**src/rtl/bounce_gen.sv**
```systemverilog
`default_nettype none
// ============================================================================
// Module   : bounce_gen
// Purpose  : Turns a clean level into a bouncing contact waveform with
//            LFSR-randomised glitch spacing, a settle hold and a done pulse.
// Revision : 1.0 - initial release
// ============================================================================
module bounce_gen #(
    parameter int          BOUNCES    = 3,
    parameter int          GAP_W      = 4,
    parameter int          SETTLE_CYC = 8,
    parameter logic [15:0] SEED       = 16'hACE1
) (
    input  logic clk,
    input  logic reset,
    input  logic in,
    input  logic enable,
    output logic bounce_out,
    output logic busy,
    output logic done
);

    localparam logic [1:0]       c_IDLE      = 2'd0;
    localparam logic [1:0]       c_BOUNCE    = 2'd1;
    localparam logic [1:0]       c_SETTLE    = 2'd2;
    localparam logic [15:0]      c_TAPS      = 16'hB400;
    localparam logic [4:0]       c_LAST_EDGE = 5'(2 * BOUNCES);
    localparam logic [7:0]       c_SETTLE_LD = 8'(SETTLE_CYC);
    localparam logic [GAP_W-1:0] c_GAP_ONE   = {{(GAP_W-1){1'b0}}, 1'b1};

    logic [1:0]       r_state;
    logic [15:0]      r_lfsr;
    logic [4:0]       r_edge_cnt;
    logic [GAP_W-1:0] r_gap_cnt;
    logic [7:0]       r_settle_cnt;
    logic             r_bounce_out;
    logic             r_busy;
    logic             r_done;

    logic [15:0]      w_lfsr_shift;
    logic [15:0]      w_lfsr_next;
    logic [GAP_W-1:0] w_gap_raw;
    logic [GAP_W-1:0] w_gap;

    logic [1:0]       w_state_nx;
    logic [4:0]       w_edge_nx;
    logic [GAP_W-1:0] w_gap_nx;
    logic [7:0]       w_settle_nx;
    logic             w_out_nx;
    logic             w_busy_nx;
    logic             w_done_nx;

    // Right-shifting Galois form of x^16+x^14+x^13+x^11+1
    assign w_lfsr_shift = {1'b0, r_lfsr[15:1]};
    assign w_lfsr_next  = r_lfsr[0] ? (w_lfsr_shift ^ c_TAPS) : w_lfsr_shift;

    // A zero gap would stall the burst, so it is promoted to one cycle
    assign w_gap_raw = r_lfsr[GAP_W-1:0];
    assign w_gap     = (w_gap_raw == '0) ? c_GAP_ONE : w_gap_raw;

    always_comb begin
        w_state_nx  = r_state;
        w_edge_nx   = r_edge_cnt;
        w_gap_nx    = r_gap_cnt;
        w_settle_nx = r_settle_cnt;
        w_out_nx    = r_bounce_out;
        w_busy_nx   = r_busy;
        w_done_nx   = 1'b0;

        if ((r_state != c_IDLE) && !enable) begin
            w_state_nx  = c_IDLE;
            w_out_nx    = in;
            w_busy_nx   = 1'b0;
            w_edge_nx   = '0;
            w_gap_nx    = '0;
            w_settle_nx = '0;
        end else begin
            case (r_state)
                c_IDLE: begin
                    if (!enable) begin
                        w_out_nx = in;
                    end else if (in != r_bounce_out) begin
                        w_state_nx = c_BOUNCE;
                        w_out_nx   = ~r_bounce_out;
                        w_busy_nx  = 1'b1;
                        w_edge_nx  = 5'd1;
                        w_gap_nx   = w_gap;
                    end
                end
                c_BOUNCE: begin
                    if (r_gap_cnt == c_GAP_ONE) begin
                        if (r_edge_cnt < c_LAST_EDGE) begin
                            w_out_nx  = ~r_bounce_out;
                            w_edge_nx = r_edge_cnt + 5'd1;
                            w_gap_nx  = w_gap;
                        end else begin
                            // Final step lands on the latest level of in
                            w_out_nx    = in;
                            w_state_nx  = c_SETTLE;
                            w_settle_nx = c_SETTLE_LD;
                            w_gap_nx    = '0;
                        end
                    end else begin
                        w_gap_nx = r_gap_cnt - c_GAP_ONE;
                    end
                end
                c_SETTLE: begin
                    if (r_settle_cnt == 8'd1) begin
                        w_state_nx  = c_IDLE;
                        w_busy_nx   = 1'b0;
                        w_done_nx   = 1'b1;
                        w_settle_nx = '0;
                        w_edge_nx   = '0;
                    end else begin
                        w_settle_nx = r_settle_cnt - 8'd1;
                    end
                end
                default: begin
                    w_state_nx = c_IDLE;
                    w_busy_nx  = 1'b0;
                end
            endcase
        end
    end

    always_ff @(posedge clk or negedge reset) begin
        if (!reset) begin
            r_state      <= c_IDLE;
            r_lfsr       <= SEED;
            r_edge_cnt   <= '0;
            r_gap_cnt    <= '0;
            r_settle_cnt <= '0;
            r_bounce_out <= 1'b0;
            r_busy       <= 1'b0;
            r_done       <= 1'b0;
        end else begin
            r_state      <= w_state_nx;
            r_lfsr       <= w_lfsr_next;
            r_edge_cnt   <= w_edge_nx;
            r_gap_cnt    <= w_gap_nx;
            r_settle_cnt <= w_settle_nx;
            r_bounce_out <= w_out_nx;
            r_busy       <= w_busy_nx;
            r_done       <= w_done_nx;
        end
    end

    assign bounce_out = r_bounce_out;
    assign busy       = r_busy;
    assign done       = r_done;

endmodule
`default_nettype wire

```
**config.mk**
```make
export PLATFORM = sky130hd
export DESIGN_NAME = bounce_gen
export DESIGN_NICKNAME = d
export VERILOG_FILES = /design/src/rtl/bounce_gen.sv
export SDC_FILE = /design/constraint.sdc
export NUM_CORES = 1
export LEC_CHECK = 0
export ABC_AREA = 1
export CORE_ASPECT_RATIO = 0.7
export CORE_MARGIN = 1.5
export CORE_UTILIZATION = 64
export DETAILED_ROUTE_END_ITERATION = 7
export GPL_TIMING_DRIVEN = 0
export PLACE_DENSITY = 0.9
export SLEW_MARGIN = 20
export SYNTH_ARGS = -nofsm -noshare
export SYNTH_HDL_FRONTEND = slang
export SYNTH_SLANG_ARGS = --single-unit
```
**constraint.sdc**
```tcl
create_clock -name clk -period 3.5 [get_ports clk]
set_clock_uncertainty 0.2 [all_clocks]
set_input_delay 0.525 -clock clk [delete_from_list [all_inputs] [get_ports clk]]
set_output_delay 0.525 -clock clk [all_outputs]
set_load 0.01 [all_outputs]
```
---- After elaboration in Yosys (flattened, before gate mapping) ----
Index checks and enable logic that the tools add are counted.
cells by class
  add/subtract/negate cells ............... 3
  order comparisons ....................... 1
  eq/ne operators ......................... 13
  mux-type cells .......................... 41
  bitwise logic cells ..................... 2
  reductions and logical operators ........ 14
operators by type and width
  cell                                                count
  two-way mux 8 bit                                   4
  two-way mux 5 bit                                   6
  two-way mux 4 bit                                   6
  != test 3 bit, second input constant                6
  two-way mux 16 bit                                  1
  one-hot mux 8 bit (2 select lines)                  1
  one-hot mux 5 bit (3 select lines)                  1
  two-way mux 1 bit                                   12
  two-way mux 2 bit                                   6
  AND reduction 3 bit                                 3
  == test 8 x 1 -> 1 bit, second input constant       1
  one-hot mux 4 bit (2 select lines)                  1
  subtractor 8 x 1 -> 8 bit, second input constant    1
  one-hot mux 2 bit (3 select lines)                  1
  AND reduction 6 bit                                 1
  nonzero test 3 bit                                  2
  adder 5 x 1 -> 5 bit, second input constant         1
  < comparator 5 x 3 -> 1 bit, second input constant  1
  AND reduction 5 bit                                 1
  == test 4 x 1 -> 1 bit, second input constant       1
  logical NOT 4 bit                                   1
  != test 4 bit, second input constant                1
  inverter 3 -> 4 bit                                 1
  AND reduction 4 bit                                 1
  13 further kinds                                    13
word-level totals
  bits in registers ....................... 38
  input port bits ......................... 4
  output and inout bits ................... 3
  logic and storage cells ................. 82

---- Depth between registers and ports, before layout ----
Gate-level depths: netlist (run 1).
  depth after elaboration ................. 6
  gate-level depth with buffers ........... 12
  mapped depth without buffers ............ 12

---- Least setup slack after synthesis (run 1) ----
OpenSTA, ideal clock, no wires.
  path kind ............................... reg2reg
  start point ............................. register r_state[0]
  end point ............................... register r_edge_cnt[2]
  setup time .............................. 117 ps
  arrival time ............................ 1475 ps
  data required time ...................... 3183 ps
  path slack .............................. 1709 ps
  stages on the path, launching flop included .. 11
  path buffers ............................ 0
  clock period less this slack ............ 1791 ps
  cells stage by stage .................... dfrtp_1 -> inv_1 -> ha_1 -> inv_2 -> nand2_4 -> nand2_4 -> o21ai_1 -> nor2_1 -> nand2_4 -> nand2_1 -> nand2_1
on the way
  longest elaborated chain between the ends .. 4
  elaborated cells between the ends (all ways) .. 14
  classes of those cells .................. 7 x eq/ne; 2 x mux; 5 x reduce/logical
ends and longest elaborated chain
  item                                                                  RTL line  RTL
  start: declaration                                                    31        logic [1:0] r_state;
  start signal: assignment                                              128       r_state <= c_IDLE;
  start signal: assignment                                              137       r_state <= w_state_nx;
  nonzero test 2 bit                                                    70        if ((r_state != c_IDLE) && !enable) begin
  logical AND 1 bit                                                     70
  != test 3 bit (no line) / nonzero test 4 bit (equally long branches)  --
  AND reduction 6 bit (no line)                                         --
  end signal: assignment                                                139       r_edge_cnt <= w_edge_nx;
  end: declaration                                                      33        logic [4:0] r_edge_cnt;
Several ways; a longest one is shown, not always the timed one.
A chain may end at the register's enable or synchronous reset.

---- Worst setup path in the final report (run 1) ----
  start point ............................. register r_state[0]
  end point ............................... register r_edge_cnt[0]
Same word-level chain as after synthesis.

==> Flow_metrics.wiki, run 1 <==
{| class="wikitable"
! Metric !! Value
|-
| Most used flip-flop cell after synthesis || dfrtp_1
|-
| Post-synth top cells || nand2_1 (53), dfrtp_1 (30), inv_1 (27), nor2_1 (23), nand3_1 (12)
|-
| Worst path required time || 3.49 ns
|-
| Setup slack of the most critical reg-to-reg path || 1.39 ns
|-
| Worst skew pair latency || 0.30 ns
|-
| Leakage || ~0.0012 uW
|-
| Initial core utilization || 69.0%
|-
| Share of the core filled with cells || between 70% and 80%
|-
| Share of Yosys cell area claimed by the top area cell type || a little under two fifths
|-
| Height of the die || about 50 um
|-
| Max-slew violation count || 0
|-
| Total nets after synthesis || 239
|-
| Crit Path Category || reg2reg
|-
| Number of H-tree levels || 2
|-
| Synth Instances || ~230
|-
| Clock tree from TritonCTS || done
|-
| Final critical delay including setup and external delays || ~2.1 ns
|-
| Antenna violations before repair || 0
|-
| Wirelength per Cell || around 14 um
|-
| Core ar. || around 2900 um^2
|-
| Maximum number of pins on one net before global-route repair || 28
|-
| Count of cells along the worst register-to-register path || 10
|-
| Top cells by area in the synthesized netlist || dfrtp_1 (38%), dfstp_2 (11%), nand2_1 (10%)
|-
| GP Congestion || ~0.85
|-
| # diodes || 0
|-
| Number of endpoints failing setup at the final stage || 0
|-
| Global-route wire length before repair || 6800 um
|-
| Proportion of layout cells with a drive suffix above 1 || between 20 and 25%
|-
| Number of CTS-inserted buffers || 5
|-
| Placed Area || ~2100 um^2
|-
| Maximum clock frequency || 474 MHz
|-
| Startpoint class of the critical path || flip-flop
|-
| Overall fraction of global-route tracks in use || roughly 26%
|-
| Routed via count || ~1500
|-
| TritonCTS sink count || 38
|-
| Hold Fails Final Rpt || 0
|-
| Post-layout total power || 2060 uW
|-
| Data arrival time of the critical path || 2.10 ns
|-
| Most repeated cell in the gate-level netlist after synthesis || nand2_1
|-
| Remaining antenna violation count || 0
|-
| Accumulated negative setup slack || 0 ns
|-
| Worst IR Drop VDD || 0.540 mV
|-
| Violation count after the first detailed-routing iteration || between 150 and 200
|-
| Clock tree root buffer cell || clkbuf_8
|-
| Nets || ~250
|-
| Horizontal die dimension || between 60 and 70 um
|-
| Dominant cell type by area after synthesis || dfrtp_1
|-
| Share of synthesized flip-flops with an asynchronous set or reset || 100%
|-
| Ordered list of cells on the worst path || inv_1, ha_1, inv_2, nand2_4, nand2_4, o21ai_1, nor2_1, nand2_4, nand2_1, nand2_1
|-
| Worst Setup Slack post-DPL || about 1.2 ns
|-
| First-pass DRT Iterations || 5
|-
| Area of the mapped netlist || 1990 um^2
|-
| Largest stage delay on the critical path || roughly 0.42 ns
|-
| Warning count from the yosys run || 0
|-
| Via count of the first global-routing pass || approximately 1500
|-
| Boundary Pins || 7
|-
| Slew at the pin closest to its max-slew limit || 0.418 ns
|-
| Buffers on Ports || 6
|-
| Portion of the post-synthesis area used by sequential elements || about half
|-
| Global route overflow || 0
|-
| Worst-case clock buffer depth || 2
|-
| Period Utilization, post-route || slightly above 60%
|-
| Highest fanout seen on the critical path || 6
|-
| Max capacitance violation total || 0
|-
| Number of synthesized flops with an enable pin || 0
|-
| Clock slew seen by the registers of the worst setup and hold paths || 0.07 ns
|-
| Standard-cell rows || 16
|-
| Quantity of gates resized following cts || 0
|-
| Fill cell total of the finished layout || between 200 and 250
|-
| Total half-perimeter wirelength after legalization and detailed placement || 2820 um
|-
| Setup repair after global routing missed its margin || false
|-
| Post-CTS setup buffer count || 0
|-
| Hold depth || 0
|-
| Outcome || complete, no violations
|-
| Area of all placed cells without fillers || ~2300 um^2
|-
| Library cell contributing the largest single delay on the critical path || dfrtp_1
|-
| Cell repeated most along the worst path || nand2_4
|-
| Post-synth cell types || 30
|-
| Die outline area || around 3500 um^2
|-
| Flops & latches, synth || 38
|-
| Detailed-route vias per instance || approximately 5.4
|-
| Hold WC Path Type || reg2reg
|-
| Remaining DRCs || 0
|-
| Hold buffer count at CTS || 1
|-
| Minimum setup slack in the final design || 1.39 ns
|-
| Power density of the placed cells || between 900 and 1000 nW/um^2
|-
| Area added between synthesis and finish || 13.5%
|-
| Drt total wl || about 3800 um
|-
| Mapped Avg Cell Area || 8.80 um^2
|-
| Sort of element at the end of the critical path || flip-flop
|-
| Headroom to the max-slew limit || ~72%
|}
cell type report:
cell class	instances	area (um^2)	share of cell area, %
multi-input combinational	155	903	40.0
tap	36	45.0	2.00
timing repair buffer	8	85.1	3.77
inverter	33	125	5.54
sequential	38	961	42.6
clock buffer	5	68.8	3.05
clock inverter	3	68.8	3.05
where the power goes:
group          switching (uW)  internal (uW)
registers                73.5            523
logic                     678            342
clock network             160            285
total                     912           1150
stage by stage:
step           std cells  hold slack (ns)
6_report             278            0.152
5_1_grt              278            0.166
4_1_cts              278            0.154
3_5_place_dp         269            0.136
2_1_floorplan        226           0.0294
3_3_place_gp         268            0.135
sequential cells by signal, indices dropped and copies added, names as in the netlist:
register      flops
r_lfsr           16
r_settle_cnt      8
r_edge_cnt        5
r_gap_cnt         4
r_state           2
bounce_out        1
busy              1
done              1
logic make-up (layout without fill, tap and decap cells):
logic type / Yosys count / after routing / synth area share, %
adders and majority gates: 9 / 9 / 5.66
AOI/OAI and AO/OA: 19 / 19 / 6.10
xor gates and xnor gates: 6 / 6 / 2.64
and+or+nand+nor: 121 / 121 / 31.0
buffers and inverters: 33 / 49 / 6.29
DFF: 38 / 38 / 48.3
layout by cell type, fill, tap and decap left out, types with 2 or more instances in the layout:
master and n:
xor2_1 5, inv_1 27, nand4_1 5, clkdlybuf4s50_1 5, inv_2 5, nor2_4 4, nand2_2 9, o22ai_1 3
ha_1 9, nor3_1 3, nand2_4 4, dfrtp_1 30, o21ai_0 8, nand3_1 12, nor2_2 3, nor2_1 23
nand2_1 53, dfstp_2 8, o21ai_1 2, clkbuf_8 5, nor2_8 2, bufinv_16 2
per-layer routing:
| layer | share of wire (%) | routed length (um) | track usage (%) |
|---|---|---|---|
| met2 | 42 | 1600 | 38.0 |
| met4 | 1.6 | 62 | 9.62 |
| met5 | 0 | 0 | 0 |
| met1 | 50 | 1920 | 37.8 |
| met3 | 6.3 | 243 | 5.11 |
worst max-delay path: cells and delay by family (launching register included):
family	cells	cell delay, ns
flops	1	0.42
simple gates	6	0.78
compound gates	1	0.08
fa+ha+maj	1	0.30
buf+inv	2	0.23
worst paths after layout:
check                                  startpoint                         to
max                        r_state[0]$_DFFE_PN0P_  r_edge_cnt[0]$_DFFE_PN0P_
min                           r_lfsr[4]$_DFF_PN0_        r_lfsr[3]$_DFF_PN0_
max in group asynchronous                   reset        r_lfsr[7]$_DFF_PN1_
min reg2reg                   r_lfsr[4]$_DFF_PN0_        r_lfsr[3]$_DFF_PN0_
min in group asynchronous                   reset   r_gap_cnt[3]$_DFFE_PN0P_
max reg2reg                r_state[0]$_DFFE_PN0P_  r_edge_cnt[0]$_DFFE_PN0P_
Note: power is estimated with default switching activity, not from simulation.
==> inputs of run 2 (changes only) <==
Settings changed: CORE_UTILIZATION 64 to 60, PLACE_DENSITY 0.9 to 0.85.
Clock period 3.5 ns to 2.1 ns, I/O delays scaled along.
==> run 2 against run 1 <==
Maximum frequency up 7.7%. Via count shrank 2.8%. Critical path type unchanged. Hold slack better by 0.0067 ns. Largest power group unchanged. Worst setup slack got worse by 1.2 ns. Die area rose by 6.3%. Highest routed layer unchanged. Total power is 60% higher. Combinational power grew 67%. Sequential power increased by 66%. Register-to-register slack got worse by 1.2 ns.
==> Flow_metrics.wiki, run 2 (synthesis gave the netlist of run 1 again) <==
{| class="wikitable"
! Metric !! Value
|-
| Outcome || complete, no violations
|-
| Crit Path Category || reg2reg
|-
| Headroom to the max-slew limit || around four fifths
|-
| Global route overflow || 0
|-
| Fill cell total of the finished layout || ~220
|-
| Clock slew seen by the registers of the worst setup and hold paths || ~0.07 ns
|-
| Internal power component || 1810 uW
|-
| Area added between synthesis and finish || 13.0%
|-
| Standard-cell rows || 17
|-
| Drt total wl || between 3000 and 4000 um
|-
| Remaining antenna violation count || 0
|-
| Clock tree from TritonCTS || done
|-
| Total half-perimeter wirelength after legalization and detailed placement || 2690 um
|-
| Setup repair after global routing missed its margin || false
|-
| Sort of element at the end of the critical path || flip-flop
|-
| Hold depth || 0
|-
| Horizontal die dimension || between 70 and 80 um
|-
| Core ar. || 3150 um^2
|-
| Top reg by flops || r_lfsr
|-
| Data arrival time of the critical path || between 1.5 and 2 ns
|-
| Worst Setup Slack post-DPL || 0.00188 ns
|-
| Max-slew violation count || 0
|-
| Worst skew pair latency || 0.29 ns
|-
| Most used cells in the layout excluding fill and tap cells || nand2_1 (53), dfrtp_1 (30), inv_1 (27)
|-
| Ordered list of cells on the worst path || inv_1, ha_2, inv_2, nand2_4, nand2_2, nor2_4, a21oi_4, nand2_4, nand2_1, nand2_1
|-
| Global-route wire length before repair || 6400 um
|-
| Launch instance of the worst min-delay path || r_lfsr[8]$_DFF_PN0_
|-
| Largest stage delay on the critical path || 0.40 ns
|-
| Setup slack of the most critical reg-to-reg path || 0.14 ns
|-
| TritonCTS sink count || 38
|-
| Switching power || about 1500 uW
|-
| Startpoint class of the critical path || flip-flop
|-
| Seq pwr share || 30.1%
|-
| Buffers on Ports || 6
|-
| Launching point of the worst reg2reg path || r_state[0]$_DFFE_PN0P_
|-
| Share of power burned in the clock network || 18.5%
|-
| # diodes || 0
|-
| Leakage || between 0.001 and 0.0015 uW
|-
| Maximum number of pins on one net before global-route repair || 31
|-
| Boundary Pins || 7
|-
| Maximum clock frequency || approximately 500 MHz
|-
| Library cell contributing the largest single delay on the critical path || dfrtp_1
|-
| Height of the die || between 50 and 60 um
|-
| Overall fraction of global-route tracks in use || 23.7%
|-
| Top Family by Delay on Critical Path || simple AND/OR/NAND/NOR gates
|-
| GP Congestion || approximately 0.85
|-
| Number of buffers and inverters on the critical path || 2
|-
| Max capacitance violation total || 0
|-
| Number of endpoints failing setup at the final stage || 0
|-
| Via count of the first global-routing pass || 1386
|-
| Power density of the placed cells || about 1500 nW/um^2
|-
| Remaining DRCs || 0
|-
| Violation count after the first detailed-routing iteration || 115
|-
| Nets || approximately 250
|-
| Hold WC Path Type || reg2reg
|-
| Antenna violations before repair || 0
|-
| Biggest regs || r_lfsr: 16 flops, r_settle_cnt: 8 flops, r_edge_cnt: 5 flops
|-
| Final worst hold slack || between 0.15 and 0.2 ns
|-
| Minimum setup slack in the final design || approximately 0.14 ns
|-
| Wirelength per Cell || between 10 and 15 um
|-
| Switching Fraction || between 40% and 50%
|-
| Routed via count || ~1500
|-
| Worst path required time || between 2 and 2.5 ns
|-
| Number of H-tree levels || 2
|-
| Final critical delay including setup and external delays || roughly 2.0 ns
|-
| Number of flip-flops in the largest register || 16
|-
| Worst IR Drop VDD || between 0.7 and 0.8 mV
|-
| First-pass DRT Iterations || 6
|-
| Clock tree root buffer cell || clkbuf_8
|-
| Capture instance of the worst register-to-register path || r_edge_cnt[1]$_DFFE_PN0P_
|-
| Post-layout total power || roughly 3300 uW
|-
| Die outline area || 3680 um^2
|-
| Number of CTS-inserted buffers || 5
|-
| Detailed-route vias per instance || around 5.2
|-
| Worst hold path endpoint || r_lfsr[7]$_DFF_PN1_
|-
| Commonest non-fill, non-tap cell in the layout || nand2_1
|-
| Highest fanout seen on the critical path || 7
|-
| Worst-case clock buffer depth || 2
|-
| Period Utilization, post-route || between 90% and 100%
|-
| Hold Fails Final Rpt || 0
|-
| Count of cells along the worst register-to-register path || 10
|-
| Proportion of layout cells with a drive suffix above 1 || between 20% and 30%
|-
| Comb power frac || between 50% and 60%
|-
| Slew at the pin closest to its max-slew limit || approximately 0.32 ns
|-
| Initial core utilization || approximately 63%
|}
-- run 2: worst reg2reg max path, stage by stage (launching register included) --
cell and delay, ns:
dfrtp_1 0.40, inv_1 0.10, ha_2 0.24, inv_2 0.14, nand2_4 0.11, nand2_2 0.15, nor2_4 0.07, a21oi_4 0.23
nand2_4 0.10, nand2_1 0.07, nand2_1 0.04
-- run 2: stage by stage --
stage	std cells	cell area [um^2]	setup TNS (ns)	utilization, %
3_3_place_gp	270	2100	-9.42	66.6
3_5_place_dp	271	2110	0	67.1
2_1_floorplan	226	1990	0	-
5_1_grt	280	2250	0	71.4
4_1_cts	280	2240	0	71.0
6_report	280	2250	0	71.4
-- run 2: worst max-delay path by stage --
stage | start | endpoint | depth (start not counted)
after floorplan | r_state[0]$_DFFE_PN0P_ | r_edge_cnt[2]$_DFFE_PN0P_ | 10
after global placement | reset | r_settle_cnt[2]$_DFFE_PN0P_ | 1
after detailed placement | enable | r_settle_cnt[2]$_DFFE_PN0P_ | 9
after CTS | r_state[0]$_DFFE_PN0P_ | r_edge_cnt[2]$_DFFE_PN0P_ | 10
after global routing | r_state[0]$_DFFE_PN0P_ | r_edge_cnt[0]$_DFFE_PN0P_ | 10
final | r_state[0]$_DFFE_PN0P_ | r_edge_cnt[1]$_DFFE_PN0P_ | 10
-- run 2: layer usage --
metal | wire length [um] | vias to the layer above | GRT usage, %
met2 | 1440 | 41 | 30.4
met1 | 1950 | 676 | 36.9
met4 | 48 | 0 | 9.75
li1 | - | 745 | -
met3 | 231 | 4 | 6.51
met5 | 0 | - | 0
-- run 2: final cells by class --
cell class / instances / area, um^2 / area share (%)
clock buffer: 5 / 68.8 / 3.06
clock inverter: 3 / 45.0 / 2.00
multi-input combinational: 155 / 915 / 40.7
timing repair buffer: 8 / 85.1 / 3.79
tap: 38 / 47.5 / 2.12
inverter: 33 / 125 / 5.57
sequential: 38 / 961 / 42.8
-- run 2: timing repair --
item,CTS,global route
buffers inserted,0,0
gates resized for setup,0,4
endpoints found under the hold margin,30,0
hold buffers,1,0
endpoints found under the setup margin,0,11
-- run 2: power groups by stage --
stage / clock network [uW] / logic, uW / registers (uW)
6_report: 611 / 1700 / 992
4_1_cts: 632 / 1660 / 991
3_5_place_dp: 0 / 1640 / 1000
2_1_floorplan: 0 / 1300 / 984
3_3_place_gp: 0 / 1590 / 996
5_1_grt: 663 / 1920 / 1010
==> inputs of run 3 (changes only) <==
Settings changed: CORE_UTILIZATION 60 to 64, PLACE_DENSITY 0.85 to 0.9.
Clock period 2.1 ns to 2.37 ns, I/O delays scaled along.
==> results of run 3 <==
Same layout as run 1 (identical final DEF). Status: complete, no violations.
Main changes from that run: setup slack after placement 1.16 ns -> 0.201 ns; setup slack after layout 1.39 ns -> 0.259 ns; register-to-register setup slack 1.39 ns -> 0.26 ns; total power 2060 uW -> 3050 uW; worst IR drop on VDD 0.540 mV -> 0.798 mV
